==> src/rtl/shared_timer_pkg.sv <==
// Shared definitions for the shared timer arbiter: FSM state encoding and default widths.
package shared_timer_pkg;

    localparam int unsigned DEF_NREQ = 4;
    localparam int unsigned DEF_CW   = 4;

    typedef enum logic [1:0] {
        IDLE = 2'd0,
        RUN  = 2'd1,
        DONE = 2'd2
    } state_e;

endpackage

==> src/rtl/shared_timer_arbiter_if.sv <==
// Client-side bundle of the shared timer arbiter: requests/lengths in, grant/done/busy/count out.
interface shared_timer_arbiter_if
    import shared_timer_pkg::*;
#(
    parameter int unsigned NREQ = DEF_NREQ,
    parameter int unsigned CW   = DEF_CW
);

    logic [NREQ-1:0]    req;
    logic [NREQ*CW-1:0] len;
    logic [NREQ-1:0]    gnt;
    logic [NREQ-1:0]    done;
    logic               busy;
    logic [CW-1:0]      count;

    modport master (
        output req, len,
        input  gnt, done, busy, count
    );

    modport slave (
        input  req, len,
        output gnt, done, busy, count
    );

endinterface

==> src/rtl/up_counter_en.sv <==
// Up counter with synchronous clear (dominant) and count enable.
module up_counter_en #(
    parameter int unsigned CW = 4
) (
    input  logic          clk,
    input  logic          reset,
    input  logic          clr_i,
    input  logic          en_i,
    output logic [CW-1:0] count_o
);

    logic [CW-1:0] count_q, count_d;

    always_comb begin
        count_d = count_q;
        if (clr_i) begin
            count_d = '0;
        end else if (en_i) begin
            count_d = count_q + CW'(1);
        end
    end

    always_ff @(posedge clk) begin
        if (reset) begin
            count_q <= '0;
        end else begin
            count_q <= count_d;
        end
    end

    assign count_o = count_q;

endmodule

==> src/rtl/shared_timer_arbiter.sv <==
// Round-robin arbiter sharing one up counter between NREQ interval-timing clients.
module shared_timer_arbiter
    import shared_timer_pkg::*;
#(
    parameter int unsigned NREQ = DEF_NREQ,
    parameter int unsigned CW   = DEF_CW
) (
    input  logic                  clk,
    input  logic                  reset,
    shared_timer_arbiter_if.slave bus
);

    localparam int unsigned PW = (NREQ > 1) ? $clog2(NREQ) : 1;

    state_e          state_q, state_d;
    logic [PW-1:0]   ptr_q, ptr_d;
    logic [PW-1:0]   win_q, win_d;
    logic [CW-1:0]   len_q, len_d;
    logic [NREQ-1:0] gnt_q, gnt_d;
    logic [NREQ-1:0] done_q, done_d;
    logic            busy_q, busy_d;

    logic [PW-1:0]   pick_c;
    logic [PW-1:0]   win_next_c;
    logic            cnt_clr_c;
    logic            cnt_en_c;
    logic [CW-1:0]   count_c;

    // Addition modulo NREQ; both operands are already below NREQ.
    function automatic logic [PW-1:0] mod_add(input logic [PW-1:0] a, input logic [PW-1:0] b);
        logic [PW:0] s;
        s = {1'b0, a} + {1'b0, b};
        if (s >= (PW+1)'(NREQ)) begin
            s = s - (PW+1)'(NREQ);
        end
        return s[PW-1:0];
    endfunction

    // Rotate requests so ptr sits at bit 0, take the lowest set bit, rotate back.
    always_comb begin : rr_pick
        logic [NREQ-1:0] rot;
        logic [PW-1:0]   off;
        logic            found;
        rot   = NREQ'({bus.req, bus.req} >> ptr_q);
        off   = '0;
        found = 1'b0;
        for (int i = 0; i < NREQ; i++) begin
            if (rot[i] && !found) begin
                off   = PW'(i);
                found = 1'b1;
            end
        end
        pick_c = mod_add(ptr_q, off);
    end

    assign win_next_c = mod_add(win_q, PW'(1));

    up_counter_en #(.CW(CW)) u_counter (
        .clk     (clk),
        .reset   (reset),
        .clr_i   (cnt_clr_c),
        .en_i    (cnt_en_c),
        .count_o (count_c)
    );

    always_comb begin
        state_d   = state_q;
        ptr_d     = ptr_q;
        win_d     = win_q;
        len_d     = len_q;
        gnt_d     = gnt_q;
        done_d    = '0;
        cnt_clr_c = 1'b1;
        cnt_en_c  = 1'b0;

        unique case (state_q)
            IDLE: begin
                if (|bus.req) begin
                    win_d   = pick_c;
                    len_d   = bus.len[int'(pick_c)*CW +: CW];
                    gnt_d   = NREQ'(1) << pick_c;
                    state_d = RUN;
                end
            end
            RUN: begin
                // Abort has priority over reaching the terminal count.
                if (!bus.req[win_q]) begin
                    state_d = IDLE;
                    gnt_d   = '0;
                    ptr_d   = win_next_c;
                end else if (count_c == len_q) begin
                    state_d = DONE;
                    done_d  = gnt_q;
                end else begin
                    cnt_clr_c = 1'b0;
                    cnt_en_c  = 1'b1;
                end
            end
            DONE: begin
                state_d = IDLE;
                gnt_d   = '0;
                ptr_d   = win_next_c;
            end
            default: begin
                state_d = IDLE;
                gnt_d   = '0;
            end
        endcase

        busy_d = (state_d != IDLE);
    end

    always_ff @(posedge clk) begin
        if (reset) begin
            state_q <= IDLE;
            ptr_q   <= '0;
            win_q   <= '0;
            len_q   <= '0;
            gnt_q   <= '0;
            done_q  <= '0;
            busy_q  <= 1'b0;
        end else begin
            state_q <= state_d;
            ptr_q   <= ptr_d;
            win_q   <= win_d;
            len_q   <= len_d;
            gnt_q   <= gnt_d;
            done_q  <= done_d;
            busy_q  <= busy_d;
        end
    end

    assign bus.gnt   = gnt_q;
    assign bus.done  = done_q;
    assign bus.busy  = busy_q;
    assign bus.count = count_c;

endmodule

==> src/flat_wrapper.sv <==
// flat-port wrapper written by rule: the top's interface ports become plain ports
module shared_timer_arbiter_flat import shared_timer_pkg::*;
#(
    parameter int unsigned NREQ = DEF_NREQ,
    parameter int unsigned CW   = DEF_CW
)
  (clk, reset, bus_req, bus_len, bus_gnt, bus_done, bus_busy, bus_count);
  shared_timer_arbiter_if #(.NREQ(NREQ), .CW(CW)) bus_i ();
  input  logic clk;
  input  logic reset;
  input wire logic [$bits(bus_i.req)-1:0] bus_req;
  input wire logic [$bits(bus_i.len)-1:0] bus_len;
  output wire logic [$bits(bus_i.gnt)-1:0] bus_gnt;
  output wire logic [$bits(bus_i.done)-1:0] bus_done;
  output wire logic [$bits(bus_i.busy)-1:0] bus_busy;
  output wire logic [$bits(bus_i.count)-1:0] bus_count;
  assign bus_i.req = bus_req;
  assign bus_i.len = bus_len;
  assign bus_gnt = bus_i.gnt;
  assign bus_done = bus_i.done;
  assign bus_busy = bus_i.busy;
  assign bus_count = bus_i.count;
  shared_timer_arbiter #(.NREQ(NREQ), .CW(CW)) u_core (.clk(clk), .reset(reset), .bus(bus_i));
endmodule
==> config.mk <==
export PLATFORM = sky130hd
export DESIGN_NAME = shared_timer_arbiter_flat
export DESIGN_NICKNAME = d
export VERILOG_FILES = /design/src/rtl/shared_timer_pkg.sv /design/src/rtl/shared_timer_arbiter_if.sv /design/src/rtl/up_counter_en.sv /design/src/rtl/shared_timer_arbiter.sv /design/src/flat_wrapper.sv
export SDC_FILE = /design/constraint.sdc
export NUM_CORES = 1
export LEC_CHECK = 0
export CORE_MARGIN = 2
export CORE_UTILIZATION = 43
export CTS_CLUSTER_SIZE = 8
export DETAILED_ROUTE_END_ITERATION = 10
export GPL_TIMING_DRIVEN = 0
export PLACE_DENSITY = 0.81
export SETUP_SLACK_MARGIN = 0.02
export SLEW_MARGIN = 20
export SYNTH_ARGS = -nofsm -noshare
export SYNTH_HDL_FRONTEND = slang
export SYNTH_SLANG_ARGS = --single-unit
==> constraint.sdc <==
create_clock -name clk -period 2.2 [get_ports clk]
set_input_delay 0.44 -clock clk [delete_from_list [all_inputs] [get_ports clk]]
set_output_delay 0.44 -clock clk [all_outputs]
set_load 0.02 [all_outputs]
==> results.md <==
- The flow ran to the end, but the final reports show violations.
- The checks that failed: DRC.
- For this design the static power due to leakage is 0.6323 nW.
- After detailed routing, the total wire length is 3394 um.
- After detailed routing, the average wire length per cell comes to 16.32 um.
- The clock sink total is 23.
- In the finished design, the share of the clock period the worst path needs comes to 97.46%.
- In the layout the commonest cells are sky130_fd_sc_hd__clkdlybuf4s50_1, sky130_fd_sc_hd__dfxtp_1, sky130_fd_sc_hd__nor2_1, sky130_fd_sc_hd__nand2_1, sky130_fd_sc_hd__nor2b_1.
- The worst setup path is launched from a flip-flop.
- The endpoint of the worst register-to-register path is u_core.len_q[0].
- Walking the worst path, the cells encountered are or4_4 > o2111ai_4 > ha_4 > xor2_4 > nand3_4 > a221oi_2 > o41ai_2.
- The number of max-cap violations is 0.
- Counting both buffers and inverters, the worst setup path holds a total of 0.
- The H-tree level count is 1.
- The post-placement cell count is 203.
- The die is 58.72 um tall.
- After floorplanning, the core was sized to cover 0.002805 mm^2.
- The hold-critical path depth is 2.
- The path with the worst hold slack has its endpoint at u_core.len_q[3].
- The number of antenna violations at the first check in global routing is 0.
- The number of nets in the synthesized netlist is 165.
- For the worst flop-to-flop path, the logic depth is 7.
- The first-iteration detailed-routing DRC count is 54.
- TritonCTS built the clock tree.
- The sequential cells in the finished layout cover a total of 464.2 um^2.
- The insertion delay of the later-clocked pin in the worst-skew pair is 0.31 ns.
- The die covers 0.003448 mm^2.
- The cell count after synthesis is 141.
- The residual antenna-violating net count after detailed routing is 0.
- The count of buffers added on input and output ports is 31.
- The first detailed-routing pass ran for 7 iterations.
- After the last flow step, the layout net total stands at 202.
- The number of global-route vias before repair is 1,241.
- The worst reg2reg path startpoint is u_core.ptr_q[0].
- The footprint of the multi-input gates is 917.1 um^2.
- The utilization of the core after routing is 64.81%.
- The launch point of the worst hold path is u_core.len_q[3].
- The highest-delay cell along the critical path is sky130_fd_sc_hd__or4_4.
- The root buffer selected by CTS is sky130_fd_sc_hd__clkbuf_4.
- Across all register-to-register paths, the minimum setup slack is 0.06 ns.
- The starting utilization of the core area is 45.90%.
- The wire length of the first global-routing pass is 5471 um.
- No sink is reached through more buffers than the 2 on the longest clock path.
- 0 antenna diodes ended up in the layout.
- The top-level I/O count is 35.
- The number of distinct library cells after synthesis is 46.
- The most common cell after layout, fill and taps aside is sky130_fd_sc_hd__clkdlybuf4s50_1.
- The worst setup path is of the flip-flop to flip-flop kind.
- Broken down by cell family, the worst path's largest delay share belongs to simple AND/OR/NAND/NOR gates.
- Power spread over the standard cell area amounts to 985.3 mW/mm^2.
- The number of fill cells is 232.
- The maximum clock frequency is 466.4 MHz.
- In the routed layout, each cell is associated on average with a via count of 6.019.
- In the final layout, the share of cells above drive strength 1 is 20.90%.
- The hold violation count in the final report is 0.
- The worst-case vdd ir drop is 690.6 uV.
- The sum of negative setup slack is 0 ns.
- The synthesized area per cell is 9.131 um^2.
- The sequential area share after synthesis is 35.76%.
- The worst pin sits at a relative slew slack of 59.46%.
- For this run, the slowest stage of the critical path takes 0.50 ns.
- TritonCTS created 3 clock buffers.
- The congestion estimate from routability-driven global placement came to 0.7769.
- After clock tree synthesis, the flow added hold-fix buffers numbering 0.
- For the worst setup path, the data required time is 2.40 ns.
- The class of the tightest hold or removal check is flip-flop to flip-flop.
- The warning count from the yosys run is 0.
- The transition time at the pin with the least slew margin is 0.6026 ns.
- For this run, design rule violations remaining after detail routing come to 4.
- The count of standard-cell rows is 19.
- The area of the mapped netlist is 0.001287 mm^2.
- The leftover overflow at the end of global routing is 0.
- The routed layout has 1,252 vias.
- The register bit count reported by yosys is 23.
- The layout overhead on the synthesized area is 41.20%.
- Entering global routing, the biggest net connects 13 pins.
- STA puts the critical path data arrival time at 2.34 ns.
- After clock tree synthesis, the clock-pin slew on the worst setup and hold paths is 0.12 ns.
- For this run, the number of standard cells in the final layout without fillers is 208.
- Setup repair after global routing could not meet its margin everywhere.
- Across every metal layer, demand over resource in global routing totals 20.16%.
- Along the worst path, the maximum fanout reaches 7.
- Setup violations remaining at the end of the flow were counted as 0.
- The type of destination of the critical path is a flip-flop.
- The post-layout minimum cycle time is 2.144 ns.
- The post-DP HPWL is 2525 um.
- The number of max-slew violations in the final report is 0.
- The clock skew after layout is 0.004100 ns.
- The die width is 58.72 um.
## logic make-up (layout without fill, tap and decap cells)
family          count (synthesis)  after routing  share of synthesized area (%)
mux                             2              2                          2.916
simple gates                   63             63                          26.63
xor+xnor                        9              9                          6.123
compound gates                 33             33                          23.13
fa+ha+maj                       2              2                          1.943
flops                          23             23                          35.76
buf+inv                         9             45                          3.498
## final cells by class
cell class	count	area share (%)
Tap cell	31	2.134
Sequential cell	23	25.53
Multi-Input combinational cell	109	50.45
Clock buffer	4	1.445
Buffer	8	3.235
Timing Repair Buffer	33	17.21
## report_power, final
part           internal [mW]  switching (mW)  leakage, nW
clock network         0.0708           0.123       0.0150
logic                  0.459           0.544        0.429
registers              0.513          0.0819        0.189
total                   1.04           0.748        0.632
## synthesized netlist by cell type, drive strengths merged
library cell / instances / area, um^2
o211ai: 1 / 7.510
nor2b: 10 / 70.06
nor4: 2 / 12.51
ha: 2 / 25.02
nand2b: 1 / 6.260
a32o: 1 / 10.01
a31oi: 1 / 6.260
and3: 1 / 6.260
a21oi: 2 / 10.01
and2b: 1 / 7.510
or2: 1 / 6.260
a22oi: 1 / 7.510
o41ai: 4 / 35.03
a32oi: 5 / 43.79
nand3: 4 / 37.54
nand2: 9 / 33.78
buf: 5 / 28.77
a311oi: 1 / 8.760
o32a: 1 / 22.52
clkbuf: 4 / 16.26
o32ai: 1 / 16.27
nand4: 1 / 6.260
xor2: 2 / 17.52
o2111ai: 1 / 8.760
xnor2: 7 / 61.31
a221oi: 8 / 76.32
mux2: 1 / 11.26
o21ai: 3 / 22.52
and2: 5 / 31.28
or3: 2 / 17.52
or4: 1 / 7.510
dfxtp: 23 / 460.4
nor2: 22 / 85.09
nor3: 3 / 15.01
a211oi: 3 / 22.52
mux4: 1 / 26.28
## flip-flops by register name, summed over array words and instances, names as in the netlist
name,count
u_core.bus.done,4
u_core.bus.gnt,4
u_core.len_q,4
u_core.u_counter.count_o,4
u_core.ptr_q,2
u_core.state_q,2
u_core.win_q,2
u_core.bus.busy,1
## stage by stage
stage	setup slack [ns]	hold WS (ns)	total power, mW	instance area [um^2]
final	0.05591	0.4793	1.791	1818
after global routing	-0.02337	0.5067	1.890	1818
after CTS	-0.01865	0.4829	1.758	1808
after detailed placement	-0.7022	0.4575	1.511	1735
after global placement	-0.6189	0.4672	1.478	1735
after floorplan	0.0003053	0.4410	1.276	1386
## metal layers
metal | vias up | GRT usage [%] | wire length [um]
li1 | 600 | - | -
met1 | 593 | 24.90 | 1449
met2 | 51 | 35.56 | 1717
met3 | 8 | 0.8791 | 153
met4 | 0 | 10.06 | 74
met5 | - | 0 | 0
## worst reg2reg max path: stages, from the launching register on
cell,delay [ns]
sky130_fd_sc_hd__dfxtp_4,0.39
sky130_fd_sc_hd__or4_4,0.50
sky130_fd_sc_hd__o2111ai_4,0.13
sky130_fd_sc_hd__ha_4,0.22
sky130_fd_sc_hd__xor2_4,0.22
sky130_fd_sc_hd__nand3_4,0.17
sky130_fd_sc_hd__a221oi_2,0.31
sky130_fd_sc_hd__o41ai_2,0.11
## how the worst max path moves through the flow
stage	startpoint	end	slack, ns	cells past startpoint
floorplan	bus_req[2]	u_core.len_q[0]	0.0003	8
global placement	bus_req[3]	u_core.len_q[2]	-0.62	9
detailed placement	bus_req[1]	u_core.len_q[2]	-0.70	9
CTS	u_core.ptr_q[0]	u_core.len_q[2]	-0.02	8
global route	u_core.ptr_q[0]	u_core.len_q[2]	-0.02	7
finish	u_core.ptr_q[0]	u_core.len_q[0]	0.06	7
## timing repair
item | CTS | global route
endpoints found under the setup margin | 10 | 10
setup buffers | 1 | 1
pin swaps | 5 | 6
gates cloned | 0 | 0
resized for setup | 10 | 7
Note: power is estimated with default switching activity, not from simulation.
